**config.mk**
```make
export PLATFORM = sky130hd
export DESIGN_NAME = core_wb
export DESIGN_NICKNAME = d
export VERILOG_FILES = /design/src/rtl/core_wb_pkg.sv /design/src/rtl/core_wb_arb.sv /design/src/rtl/core_wb.sv
export SDC_FILE = /design/constraint.sdc
export NUM_CORES = 1
export LEC_CHECK = 0
export ABC_AREA = 1
export CAP_MARGIN = 25
export CORE_MARGIN = 4
export CORE_UTILIZATION = 37
export CTS_BUF_LIST = sky130_fd_sc_hd__clkbuf_16
export CTS_CLUSTER_DIAMETER = 40
export DETAILED_ROUTE_END_ITERATION = 8
export GPL_TIMING_DRIVEN = 0
export PLACE_DENSITY = 0.77
export SYNTH_ARGS = -nofsm -noshare
export SYNTH_HDL_FRONTEND = slang
export SYNTH_HIERARCHICAL = 1
export SYNTH_SLANG_ARGS = --single-unit
```
**constraint.sdc**
```tcl
create_clock -name CLK -period 3.6 [get_ports CLK]
set_input_delay 0.9 -clock CLK [delete_from_list [all_inputs] [get_ports CLK]]
set_output_delay 0.9 -clock CLK [all_outputs]
set_load 0.03 [all_outputs]
```
**src/rtl/core_wb_pkg.sv**
```systemverilog
// Shared definitions for the core writeback stage: FSM state encoding and
// the source-select codes the arbiter hands to the writeback FSM.
package core_wb_pkg;

  localparam int REG_AW = 5;

  typedef enum logic [1:0] {
    IDLE  = 2'd0,
    ISSUE = 2'd1,
    HOLD  = 2'd2
  } wb_state_e;

  typedef enum logic [1:0] {
    SRC_NONE = 2'd0,
    SRC_LD   = 2'd1,
    SRC_EX   = 2'd2,
    SRC_IN   = 2'd3
  } wb_src_e;

endpackage

```
**src/rtl/core_wb_arb.sv**
```systemverilog
// Three-input fixed-priority grant (LD > EX > IN), active only while the
// writeback FSM offers an accept slot. Purely combinational.
module core_wb_arb
  import core_wb_pkg::*;
(
  input  logic    en,
  input  logic    ld_req,
  input  logic    ex_req,
  input  logic    in_req,
  output logic    ld_gnt,
  output logic    ex_gnt,
  output logic    in_gnt,
  output wb_src_e src
);

  always_comb begin
    // NOTE: every output gets a default before the if-chain, so no path leaves one unassigned and no latch is inferred.
    ld_gnt = 1'b0;
    ex_gnt = 1'b0;
    in_gnt = 1'b0;
    src    = SRC_NONE;
    if (en) begin
      if (ld_req) begin
        ld_gnt = 1'b1;
        src    = SRC_LD;
      end else if (ex_req) begin
        ex_gnt = 1'b1;
        src    = SRC_EX;
      end else if (in_req) begin
        in_gnt = 1'b1;
        src    = SRC_IN;
      end
    end
  end

endmodule

```
**src/rtl/core_wb.sv**
```systemverilog
// Writeback stage: accepts one result from LD/EX/IN every two cycles and
// drives the register-file write port with a one-cycle strobe plus one hold cycle.
module core_wb
  import core_wb_pkg::*;
#(
  parameter int XLEN = 32
) (
  input  logic              CLK,
  input  logic              RST_N,
  input  logic              EX_VALID,
  output logic              EX_READY,
  input  logic              EX_FP,
  input  logic [REG_AW-1:0] EX_RD,
  input  logic [XLEN-1:0]   EX_DATA,
  input  logic              LD_VALID,
  output logic              LD_READY,
  input  logic              LD_FP,
  input  logic [REG_AW-1:0] LD_RD,
  input  logic [XLEN-1:0]   LD_DATA,
  input  logic              IN_VALID,
  output logic              IN_READY,
  input  logic [REG_AW-1:0] IN_RD,
  input  logic [7:0]        IN_DATA,
  output logic              WE,
  output logic [REG_AW-1:0] WADDR,
  output logic [REG_AW-1:0] FWADDR,
  output logic [XLEN-1:0]   WDATA,
  output logic              INE,
  output logic [7:0]        INDATA
);

  wb_state_e state;
  wb_src_e   src;
  logic      accept_slot;

  // Reset gates the slot so READY stays low while RST_N is held.
  assign accept_slot = RST_N && (state != ISSUE);

  core_wb_arb u_arb (
    .en     (accept_slot),
    .ld_req (LD_VALID),
    .ex_req (EX_VALID),
    .in_req (IN_VALID),
    .ld_gnt (LD_READY),
    .ex_gnt (EX_READY),
    .in_gnt (IN_READY),
    .src    (src)
  );

  logic              sel_in;
  logic              sel_fp;
  logic [REG_AW-1:0] sel_rd;
  logic [XLEN-1:0]   sel_data;
  logic [7:0]        sel_byte;
  logic              rd_nz;

  always_comb begin
    sel_in   = 1'b0;
    sel_fp   = 1'b0;
    sel_rd   = '0;
    sel_data = '0;
    sel_byte = '0;
    unique case (src)
      SRC_LD: begin
        sel_fp   = LD_FP;
        sel_rd   = LD_RD;
        sel_data = LD_DATA;
      end
      SRC_EX: begin
        sel_fp   = EX_FP;
        sel_rd   = EX_RD;
        sel_data = EX_DATA;
      end
      SRC_IN: begin
        sel_in   = 1'b1;
        sel_rd   = IN_RD;
        sel_byte = IN_DATA;
      end
      default: ;
    endcase
  end

  // Destination 0 (integer x0 or float f0) is accepted but never written.
  assign rd_nz = |sel_rd;

  always_ff @(posedge CLK or negedge RST_N) begin
    // NOTE: sequential state uses non-blocking assignments; these are control/output flops (no storage array), so all take the async reset.
    if (!RST_N) begin
      state  <= IDLE;
      WE     <= 1'b0;
      INE    <= 1'b0;
      WADDR  <= '0;
      FWADDR <= '0;
      WDATA  <= '0;
      INDATA <= '0;
    end else begin
      unique case (state)
        ISSUE: begin
          state <= HOLD;
          WE    <= 1'b0;
          INE   <= 1'b0;
        end
        default: begin
          if (src != SRC_NONE) begin
            state  <= ISSUE;
            WE     <= !sel_in && rd_nz;
            INE    <= sel_in && rd_nz;
            WADDR  <= sel_fp ? '0 : sel_rd;
            FWADDR <= sel_fp ? sel_rd : '0;
            WDATA  <= sel_in ? '0 : sel_data;
            INDATA <= sel_in ? sel_byte : '0;
          end else begin
            state <= IDLE;
          end
        end
      endcase
    end
  end

endmodule

```
==> results by stage, run 1 <==
Detailed routing:
- The total wire length after detailed routing is 8040 µm.
- The via total after detailed routing is 2649.
- The DRC violations left is 0.
- For this run, the detailed router's first-pass iteration total came to 4.
- In this run, the number of DRC markers left after iteration 0 of detailed routing was 125.
- After detailed routing, the number of vias per cell comes to 4.69.
- The post-detailed-route wirelength per cell is 14.2 µm.
- In this run the remaining antenna-violating nets after routing total 0.

Clock network:
- The setup fix buffers added after clock tree synthesis is 0.
- Clock-pin slew was measured on the worst setup and hold paths at 0.07 ns.
- Clock tree synthesis found a total of 54 sinks.
- The clock reaches the later pin of the worst-skew pair after 0.29 ns.
- The number of buffers on the longest clock path is 2.
- The number of buffers inserted by hold repair at cts is 0.
- The TritonCTS clock tree is built.
- The H-tree was split into 2 levels.
- The number of clock buffers added by TritonCTS is 5.
- The clock tree root buffer cell is sky130_fd_sc_hd__clkbuf_16.
- After clock tree synthesis, the repair step resized 0 gates.

Worst setup path:
- STA classifies the critical path endpoint as an output pin.
- The delay contributed by the slowest stage of the critical path is 0.67 ns.
- STA classifies the critical path startpoint as a primary input.
- The type of the worst setup path is primary input to output pin.
- Among cell families on the critical path, the largest total delay comes from buffers and inverters.
- The number of buffers and inverters on the critical path is 3.
- The data required time at the worst endpoint is 2.70 ns.
- Data arrives at the worst endpoint at 2.48 ns.
- The slowest library cell on the worst path is sky130_fd_sc_hd__clkdlybuf4s50_1.
- The largest fanout of any net on the critical path is 26.
- The signal on the critical path passes through clkbuf_4, inv_1, nor2_1, nand3_2, nor2_2, clkdlybuf4s50_1.
- The instance count on the critical path is 6.
- The length in cells of the worst reg-to-reg path is 14.

Cells and area:
- The ratio of cells with drive above 1 in the final layout is 0.0682.
- The total inserted antenna cells is 0.
- The layout overhead on the synthesized area is 66.2%.
- The area of all placed cells without fillers is 4490 µm².
- After the last flow step, the layout net total stands at 567.
- The post-layout utilization of the core is 0.647.

Synthesis:
- The number of synthesized flops with an enable pin is 0.
- By area the synthesized netlist is led by sky130_fd_sc_hd__dfrtp_1 (50%), sky130_fd_sc_hd__nand2_1 (13%), sky130_fd_sc_hd__a22o_1 (11%).
- By count the netlist is led by sky130_fd_sc_hd__nand2_1 (90), sky130_fd_sc_hd__dfrtp_1 (54), sky130_fd_sc_hd__inv_1 (43), sky130_fd_sc_hd__o21ai_1 (35), sky130_fd_sc_hd__a22o_1 (33).
- The top cell type's share of synthesized area is 0.500.
- The post-synthesis sequential area ratio is 0.500.
- The synthesized netlist occupies a cell area of 2700 µm².
- The post-synthesis area per instance is 8.66 µm².
- The number of warnings reported in the yosys synthesis log is 6.
- The distinct cell type count of the synthesized netlist is 19.
- The largest total area in the synthesized netlist belongs to sky130_fd_sc_hd__dfrtp_1.
- The count of mapped cells out of synthesis is 312.
- The fraction of registers with async set/reset is 1.00.
- In the synthesized netlist the dominant register cell turns out to be sky130_fd_sc_hd__dfrtp_1.
- The synthesized design contains 54 register bits.
- Yosys instantiated no cell more often than sky130_fd_sc_hd__nand2_1.
- The number of nets handed over by synthesis was 411.

Placement:
- The sum of net half-perimeters after detailed placement is 6450 µm.
- The routability congestion estimate from global placement is 0.742.
- The total placed instance area is 4320 µm².
- The count of buffers inserted at the top-level ports is 148.

Global routing:
- Entering global routing, the biggest net connects 31 pins.
- The all-layer global routing usage is 0.188.
- The via count of the first global-routing pass is 2766.
- The global-route wire length before repair is 13200 µm.
- The initial antenna violation count is 0.
- After global routing the overflow that remains totals 0.

Floorplanning:
- During I/O placement, the number of pins put on the boundary was 149.
- The die covers 8730 µm².
- The overall die width is 93.4 µm.
- The floorplan step defined a core boundary enclosing 6940 µm².
- The standard-cell row count is 30.
- The effective utilization at floorplan is 0.389.
- The overall die height is 93.4 µm.

Min path:
- The path class of the tightest hold or removal check is flop to flop.
- Counting instances, the worst hold path has a depth of 1.

Timing:
- The worst-case clock skew is 0.00431 ns.
- Dividing the final minimum period by the clock period gives 0.939.
- The highest clock rate is 296 MHz.
- The count of endpoints failing hold in the final timing report was 0.
- The transition time of the tightest slew-check pin is 0.551 ns.
- The relative slew slack is 0.633.
- The number of max-slew violations in the final report came to 0.
- Setup repair after global routing left no endpoint under its margin.
- The final critical delay including setup and external delays is 3.38 ns.
- Setup violations remaining at the end of the flow were counted as 0.

Pwr:
- The sum of internal, switching and leakage power is 2.30 mW.
- VDD sags by at most 0.229 mV.
- The power density of the placed cells is 511 nW/µm².
- The static leakage is 2.01 nW.

Outcome:
- The flow ran to the end, and the final reports show no timing, DRC or antenna violations.

Job:
- The max capacitance violation total is 0.
-- area by class of cell --
cell class                      instances  area (µm²)
Tap cell                               96         120
Fill cell                             612        2450
Inverter                               44         165
Clock inverter                          3        45.0
Multi-Input combinational cell        196        1070
Clock buffer                            5         125
Timing Repair Buffer                  149        1500
Buffer                                 18         113
Sequential cell                        54        1350
-- worst register-to-register path, delay by kind of cell (launching register included) --
family                   cells  cell delay, ns
adder cells (fa/ha/maj)      1            0.19
AO/OA/AOI/OAI                1            0.19
AND/OR/NAND/NOR              9            1.03
flip-flops                   1            0.36
buffers and inverters        3            0.36
-- layer usage --
layer,track usage,share of wire,vias up
li1,-,-,1323
met1,0.240,0.42,1222
met2,0.322,0.49,100
met3,0.0434,0.085,4
met4,0.0452,0.0068,0
met5,0,0,-
-- cell families after synthesis --
logic type	synth area share
simple gates	0.183
compound gates	0.190
buf+inv	0.103
flops	0.500
fa+ha+maj	0.0232
-- state kept, by name (all words and copies together), names as in the netlist --
register  cells
WADDR         5
state         2
FWADDR        5
WE            1
INDATA        8
INE           1
WDATA        32
-- cells in the final DEF (no fill, tap or decap), drive strengths merged, types with 5 or more instances in the layout --
cell and instances:
nor2 5, nand3 19, dfrtp 54, buf 17, ha 5, nand2 90
o21ai 42, inv 44, a22o 33, clkbuf 8, clkdlybuf4s50 147
-- through the flow --
stage | std cells | TNS [ns] | setup WS (ns) | hold slack (ns)
2_1_floorplan | 312 | 0 | 1.18 | 0.463
3_3_place_gp | 556 | -75.57 | -1.74 | 0.463
3_5_place_dp | 557 | 0 | 0.0355 | 0.465
4_1_cts | 565 | 0 | 0.0274 | 0.483
5_1_grt | 565 | 0 | 0.0331 | 0.504
6_report | 565 | 0 | 0.219 | 0.480
-- final timing paths --
check / from / endpoint / slack [ns]
hold reg to reg: state[1] / state[1] / 0.48
min in group asynchronous: RST_N / INDATA[6] / 0.55
setup / recovery: RST_N / IN_READY / 0.22
max in group asynchronous: RST_N / WDATA[5] / 2.57
setup reg to reg: state[0] / INE / 1.37
hold / removal: state[1] / state[1] / 0.48
-- power by group --
group | switching [mW] | internal (mW) | total, mW | leakage (nW)
Sequential | 0.0554 | 0.712 | 0.767 | 0.742
Clock | 0.208 | 0.328 | 0.536 | 0.0760
Combinational | 0.563 | 0.428 | 0.992 | 1.19
Total | 0.827 | 1.47 | 2.30 | 2.01
No activity file was read; power rests on OpenSTA's default activity.
==> run 2: changes to the inputs <==
--- a/config.mk
+++ b/config.mk
@@ -7,6 +7,7 @@
 export LEC_CHECK = 0
 export ABC_AREA = 1
 export CAP_MARGIN = 25
+export CORE_ASPECT_RATIO = 1.75
 export CORE_MARGIN = 4
 export CORE_UTILIZATION = 37
 export CTS_BUF_LIST = sky130_fd_sc_hd__clkbuf_16
==> run 2 against run 1 <==
  * Sequential power is essentially flat
  * Sequential cell count is the same
  * Clock skew is essentially flat
  * Register-to-register slack lost 0.08 ns
  * Die area grew 0.62%
  * Critical endpoint unchanged
  * Sequential share of layout area grew 0.34 points
  * Worst hold slack gained 0.0020 ns
  * Clock-buffer cell count is the same
  * Cell count shrank 1.9%
  * Highest routed layer unchanged
  * Via count shrank 0.53%
  * Global-route usage shrank 0.082 points
==> results by stage, run 2 (same netlist as run 1, synthesis figures left out) <==
Timing:
- The total setup violations reported at the end of the flow is 0 (unchanged).
- The final critical-path setup slack is 0.226 ns (+0.00707 ns).
- The number of max-slew violations in the final report is 0 (unchanged).
- The transition time of the tightest slew-check pin is 0.550 ns (-0.00142 ns).
- The minimum hold slack came to 0.482 ns (+0.00198 ns).
- The highest clock rate is 296 MHz (+0.21%).
- The relative slew slack was 0.633 (+0.000947).
- The count of endpoints failing hold in the final timing report came to 0 (unchanged).
- The final critical delay including setup and external delays is 3.37 ns (-0.00707 ns).
- The ratio of final minimum period to clock period is 0.937 (-0.00196).
- The worst-case clock skew is 0.00426 ns (-0.0000472 ns).
- Setup repair after global routing left no endpoint under its margin.
- The accumulated negative setup slack is 0 ns (unchanged).

Placement:
- The routability congestion estimate from global placement is 0.787 (+6.1%).
- The sum of net half-perimeters after detailed placement is 6860 µm (+6.3%).
- The count of buffers inserted at the top-level ports came to 148 (unchanged).
- The total placed instance area is 4310 µm² (-0.29%).
- The total instance count after detailed placement came to 547 (-1.8%).
- The worst-case setup slack after placement is -0.0220 ns (-0.0575 ns).

Clock network:
- The total clock buffers created by CTS is 5 (unchanged).
- The number of levels in the clock H-tree was 2 (unchanged).
- The setup fix buffers added after clock tree synthesis is 0 (unchanged).
- The latest clock arrival within the worst-skew pair is 0.29 ns (about the same).
- TritonCTS built the clock tree.
- The clock transition at the registers of the reported paths came to 0.06 ns (about the same).
- The number of sinks driven by the clock tree is 54 (unchanged).
- The number of buffers on the longest clock path is 2 (unchanged).
- The clock tree root buffer cell is sky130_fd_sc_hd__clkbuf_16.

Detailed routing:
- The via total after detailed routing is 2635 (-0.53%).
- The violation count after the first detailed-route iteration is 107 (-14%).
- The post-detailed-route wirelength per cell is 15.0 µm (+5.7%).
- The detailed-routing iteration count for the pre-antenna-repair pass was 4 (unchanged).
- The total wire length after detailed routing is 8330 µm (+3.7%).
- The routed via count divided by cell count is 4.76 (+1.4%).
- The DRC violations left is 0 (unchanged).
- The post-route antenna net violation count is 0 (unchanged).

Floorplanning:
- The standard-cell row count was 41 (+37%).
- The core area is 7180 µm² (+3.4%).
- The overall die width is 72.6 µm (-22%).
- The effective utilization at floorplan came to 0.376 (-0.0129).
- The I/O pin total was 149 (unchanged).
- The area enclosed by the die boundary was 8790 µm² (+0.62%).
- The overall die height is 121 µm (+30%).

Pwr:
- The static leakage is 2.00 nW (-0.18%).
- The sum of internal, switching and leakage power came to 2.21 mW (-3.7%).
- The worst ir drop on vdd is 0.318 mV (+39%).
- The power density of the placed cells was 498 nW/µm² (-2.6%).

Worst setup path:
- STA classifies the critical path startpoint as a primary input.
- The kind of capture point of the worst setup path is an output pin.
- The largest fanout of any net on the critical path was 28 (+7.7%).
- The data required time at the worst endpoint was 2.70 ns (about the same).
- The critical path is of the primary input to output pin type.
- The endpoint arrival time on the critical path was 2.47 ns (about the same).

Cells and area:
- In the layout the commonest cells are sky130_fd_sc_hd__clkdlybuf4s50_1 (147), sky130_fd_sc_hd__nand2_1 (90), sky130_fd_sc_hd__dfrtp_1 (54).
- The library cell used most frequently in the layout, excluding fill and tap cells, is sky130_fd_sc_hd__clkdlybuf4s50_1.
- The flip-flop count of the largest register after layout is 32 (unchanged).
- The layout overhead on the synthesized area is 64.4%.
- The area of all placed cells without fillers was 4440 µm² (-1.1%).
- The count of placed standard cells in the final layout, fillers left out is 554 (-1.9%).
- The final net count is 567 (unchanged).
- The ratio of cells with drive above 1 in the final layout is 0.0620 (-0.00626).
- The largest registers in the layout are WDATA x32, INDATA x8.
- Counting flops per register, the top entry is WDATA.
- The post-layout utilization of the core is 0.618 (-0.0284).
- The total inserted antenna cells is 0 (unchanged).

Job:
- The max capacitance violation total is 0 (unchanged).

Global routing:
- The global-route wire length before repair was 12800 µm (-3.2%).
- The via count of the first global-routing pass is 2734 (-1.2%).
- The initial antenna violation count was 0 (unchanged).
- The maximum number of pins on one net before global-route repair is 29 (-6.5%).
- The residual overflow from global routing came to 0 (unchanged).
- The all-layer global routing usage is 0.187 (-0.000822).

Outcome:
- The run finished with clean final reports.

Min path:
- The tightest min-delay check is of the flop to flop type.
## run 2: layout make-up
cell class	instances	area, µm²
plain buffers	18	113
clock buffers	5	125
well taps	86	108
flip-flops and latches	54	1350
clock inverters	2	7.51
fillers	641	2740
repair buffers	149	1500
multi-input cells	196	1070
inverters	44	165
## run 2: final timing paths
check	from	to	slack (ns)	cells past startpoint
worst max register to register	state[0]	INE	1.29	14
worst min register to register	INDATA[1]	INDATA[1]	0.48	2
min in group asynchronous	RST_N	INDATA[3]	0.52	1
max in group asynchronous	RST_N	WDATA[1]	2.60	2
worst max-delay path	RST_N	IN_READY	0.23	6
worst min-delay path	INDATA[1]	INDATA[1]	0.48	2
## run 2: timing repair
item | CTS | global route
hold buffers | 0 | 0
setup endpoints to repair | 2 | 0
resized for setup | 1 | 0
## run 2: power breakdown
group,internal (mW),total [mW],switching [mW]
Sequential,0.712,0.770,0.0580
Combinational,0.429,0.994,0.566
Clock,0.249,0.446,0.197
## run 2: worst max-delay path: stages
cell                              delay, ns
sky130_fd_sc_hd__buf_4                 0.32
sky130_fd_sc_hd__inv_1                 0.07
sky130_fd_sc_hd__nor2_1                0.27
sky130_fd_sc_hd__nand3_2               0.14
sky130_fd_sc_hd__nor2_2                0.10
sky130_fd_sc_hd__clkdlybuf4s50_1       0.67
## run 2: metal layers
layer / vias to the layer above / track usage / wire, µm
met3: 12 / 0.0332 / 504
met5: - / 0 / 0
li1: 1323 / - / -
met1: 1213 / 0.178 / 2800
met4: 0 / 0.0624 / 209
met2: 87 / 0.380 / 4820
==> run 3: changes to the inputs <==
--- a/config.mk
+++ b/config.mk
@@ -8,13 +8,13 @@
 export ABC_AREA = 1
 export CAP_MARGIN = 25
 export CORE_ASPECT_RATIO = 1.75
-export CORE_MARGIN = 4
-export CORE_UTILIZATION = 37
+export CORE_MARGIN = 10
+export CORE_UTILIZATION = 45
 export CTS_BUF_LIST = sky130_fd_sc_hd__clkbuf_16
 export CTS_CLUSTER_DIAMETER = 40
 export DETAILED_ROUTE_END_ITERATION = 8
+export DONT_BUFFER_PORTS = 1
 export GPL_TIMING_DRIVEN = 0
-export PLACE_DENSITY = 0.77
 export SYNTH_ARGS = -nofsm -noshare
 export SYNTH_HDL_FRONTEND = slang
 export SYNTH_HIERARCHICAL = 1
==> run 3 against run 2 <==
  * Wire length fell by 8.3%
  * Worst hold slack got worse by 0.18 ns
  * Via count fell by 19%
  * Global-route usage shrank 3.0 points
  * Non-clock buffer count fell by 149
  * Sequential power grew 29%
  * Highest routed layer unchanged
==> results by stage, run 3 (same netlist as run 1, synthesis figures left out) <==
Detailed routing:
- The detailed-routing iteration count for the pre-antenna-repair pass is 5 (+1).
- The via total after detailed routing is 2132 (-19%).
- The routed via count divided by cell count is 5.38 (+13%).
- The violation count after the first detailed-route iteration was 81 (-24%).
- The DRC violations left is 0 (unchanged).
- The post-route antenna net violation count is 0 (unchanged).
- The post-detailed-route wirelength per cell is 19.3 µm (+28%).
- The total wire length after detailed routing was 7640 µm (-8.3%).

Timing:
- The count of endpoints failing hold in the final timing report is 0 (unchanged).
- The relative slew slack is 0.612 (-0.0212).
- The total setup violations reported at the end of the flow is 0 (unchanged).
- Setup repair after global routing left no endpoint under its margin.
- The transition time of the tightest slew-check pin is 0.582 ns (+0.0318 ns).
- The ratio of final minimum period to clock period is 0.694 (-0.244).
- The number of max-slew violations in the final report is 0 (unchanged).
- The final critical delay including setup and external delays was 2.50 ns (-0.877 ns).
- The accumulated negative setup slack is 0 ns (unchanged).
- The highest clock rate was 400 MHz (+35%).
- The worst-case clock skew is 0.00322 ns (-0.00104 ns).

Pwr:
- The power density of the placed cells came to 646 nW/µm² (+30%).
- The combinational group share of total power is 0.240 (-0.210).
- The internal cell power is 1.13 mW (-19%).
- The share of power burned in registers is 0.526 (+0.178).
- The clock network power share is 0.234 (+0.032).
- The worst ir drop on vdd is 0.246 mV (-22%).
- The net switching component of the power is 761 µW (-7.3%).
- The net switching share of the total power is 0.403 (+0.0313).
- The static leakage is 1.43 nW (-29%).

Worst setup path:
- The delay contributed by the slowest stage of the critical path is 0.30 ns (-0.37 ns).
- The critical path's top delay family is simple AND/OR/NAND/NOR gates.
- The slowest library cell on the worst path is sky130_fd_sc_hd__nor2_2.
- Walking the worst path, the cells encountered are inv_1, nor2_1, nand3_2, nor2_2.
- STA classifies the critical path startpoint as a primary input.
- The type of the worst setup path is primary input to output pin.
- The sum of buffers and inverters on the critical path came to 1 (-2).
- The endpoint arrival time on the critical path is 1.60 ns (-0.87 ns).
- The largest fanout of any net on the critical path is 55 (+96%).
- The data required time at the worst endpoint is 2.70 ns (about the same).
- STA classifies the critical path endpoint as an output pin.

Clock network:
- The latest clock arrival within the worst-skew pair is 0.29 ns (about the same).
- The post-cts resize count is 0 (-1).
- The number of buffers inserted by hold repair at cts is 0 (unchanged).
- The number of levels in the clock H-tree was 2 (unchanged).
- The number of buffers on the longest clock path is 2 (unchanged).
- Clock tree synthesis selected as its root buffer the cell sky130_fd_sc_hd__clkbuf_16.
- The number of sinks driven by the clock tree came to 54 (unchanged).
- TritonCTS built the clock tree.
- The total clock buffers created by CTS is 5 (unchanged).
- The setup fix buffers added after clock tree synthesis is 0 (unchanged).
- The clock transition at the registers of the reported paths is 0.06 ns (about the same).

Cells and area:
- In the final layout, the registers with the most flip-flops are WDATA x32, INDATA x8.
- The most flop-heavy register is WDATA.
- In the layout the commonest cells are sky130_fd_sc_hd__nand2_1 (90), sky130_fd_sc_hd__dfrtp_1 (54), sky130_fd_sc_hd__inv_1 (43).
- The total inserted antenna cells is 0 (unchanged).
- The leading cell type in the layout, fill and taps excluded is sky130_fd_sc_hd__nand2_1.
- The count of placed standard cells in the final layout, fillers left out is 396 (-29%).
- The area growth from synthesis to layout is 8.38%.
- The ratio of cells with drive above 1 in the final layout is 0.0849 (+0.0229).
- The final net count came to 418 (-26%).
- The flip-flop count of the largest register after layout is 32 (unchanged).

Placement:
- The total instance count after detailed placement is 390 (-29%).
- The sum of net half-perimeters after detailed placement is 6140 µm (-10%).
- The routability congestion estimate from global placement is 0.756 (-4.0%).
- The count of buffers inserted at the top-level ports came to 0 (-100%).

Global routing:
- The via count of the first global-routing pass is 2311 (-15%).
- The initial antenna violation count is 0 (unchanged).
- The global-route wire length before repair was 12000 µm (-6.5%).
- The residual overflow from global routing is 0 (unchanged).
- The all-layer global routing usage was 0.157 (-0.0304).
- The maximum number of pins on one net before global-route repair is 56 (+93%).

Floorplanning:
- The standard-cell row count is 37 (-9.8%).
- The I/O pin total is 149 (unchanged).
- The overall die width came to 78.6 µm (+8.2%).
- The effective utilization at floorplan is 0.459 (+0.0833).
- The overall die height is 122 µm (+1.2%).
- The core area came to 5880 µm² (-18%).
- The area enclosed by the die boundary is 9620 µm² (+9.5%).

Job:
- The max capacitance violation total is 0 (unchanged).

Outcome:
- The run finished with clean final reports.

Min path:
- The path category of the worst min-delay check is primary input to asynchronous set/reset pin.
## run 3: changes by cell type in the layout (fill, tap and decap cells not counted), sizes merged
cell,previous run,this run
buf,18,16
clkdlybuf4s50,147,0
clkinv,0,1
inv,46,44
## run 3: cell type report
cell class              count  area [µm²]
flip-flops and latches     54        1350
fillers                   623        2950
plain buffers              18         113
clock inverters             1        3.75
inverters                  44         165
well taps                  78        97.6
multi-input cells         196        1070
clock buffers               5         125
## run 3: metal layers
| layer | share of wire | up-vias | GRT usage | wire (µm) |
|---|---|---|---|---|
| met2 | 0.51 | 107 | 0.271 | 3860 |
| met1 | 0.37 | 992 | 0.164 | 2860 |
| met3 | 0.11 | 7 | 0.0710 | 819 |
| met4 | 0.013 | 0 | 0.0541 | 100 |
| met5 | 0 | - | 0 | 0 |
| li1 | - | 1026 | - | - |
## run 3: worst paths after layout
path                            cells past startpoint  startpoint       end  slack, ns
worst min-delay path                                0       RST_N  WADDR[2]       0.30
max in group asynchronous                           0       RST_N  WDATA[9]       3.19
min in group CLK                                    1    state[1]  state[1]       0.48
worst min register to register                      1    state[1]  state[1]       0.48
worst max register to register                     14    state[0]       INE       1.40
worst max-delay path                                4       RST_N  IN_READY       1.10
## run 3: through the flow
stage / utilization / hold slack [ns] / total power, mW / area (µm²) / worst slack (ns)
6_report: 0.498 / 0.304 / 1.89 / 2930 / 1.10
5_1_grt: 0.498 / 0.286 / 2.01 / 2930 / 1.02
4_1_cts: 0.498 / 0.296 / 1.92 / 2930 / 1.10
3_5_place_dp: 0.476 / 0.476 / 1.47 / 2800 / 0.933
3_3_place_gp: 0.476 / 0.472 / 1.46 / 2800 / 0.981
2_1_floorplan: - / 0.463 / 1.34 / 2700 / 1.18
## run 3: power by group through the flow
stage | Combinational, mW | Sequential [mW] | Clock (mW)
floorplan | 0.367 | 0.975 | 0
global placement | 0.451 | 1.01 | 0
detailed placement | 0.461 | 1.01 | 0
CTS | 0.461 | 1.00 | 0.460
global route | 0.518 | 1.01 | 0.485
finish | 0.453 | 0.995 | 0.443
## run 3: worst reg2reg max path: stages, from the launching register on
cell and delay (ns):
sky130_fd_sc_hd__dfrtp_1 0.36, sky130_fd_sc_hd__inv_1 0.09, sky130_fd_sc_hd__nor2_4 0.06, sky130_fd_sc_hd__nor2_1 0.23
sky130_fd_sc_hd__nand3_1 0.14, sky130_fd_sc_hd__nand2_1 0.13, sky130_fd_sc_hd__inv_1 0.09, sky130_fd_sc_hd__ha_1 0.19
sky130_fd_sc_hd__buf_4 0.18, sky130_fd_sc_hd__nand2_1 0.07, sky130_fd_sc_hd__nand3_1 0.10, sky130_fd_sc_hd__nand2_1 0.13
sky130_fd_sc_hd__nand3_1 0.12, sky130_fd_sc_hd__o21bai_1 0.14, sky130_fd_sc_hd__nand2_1 0.07
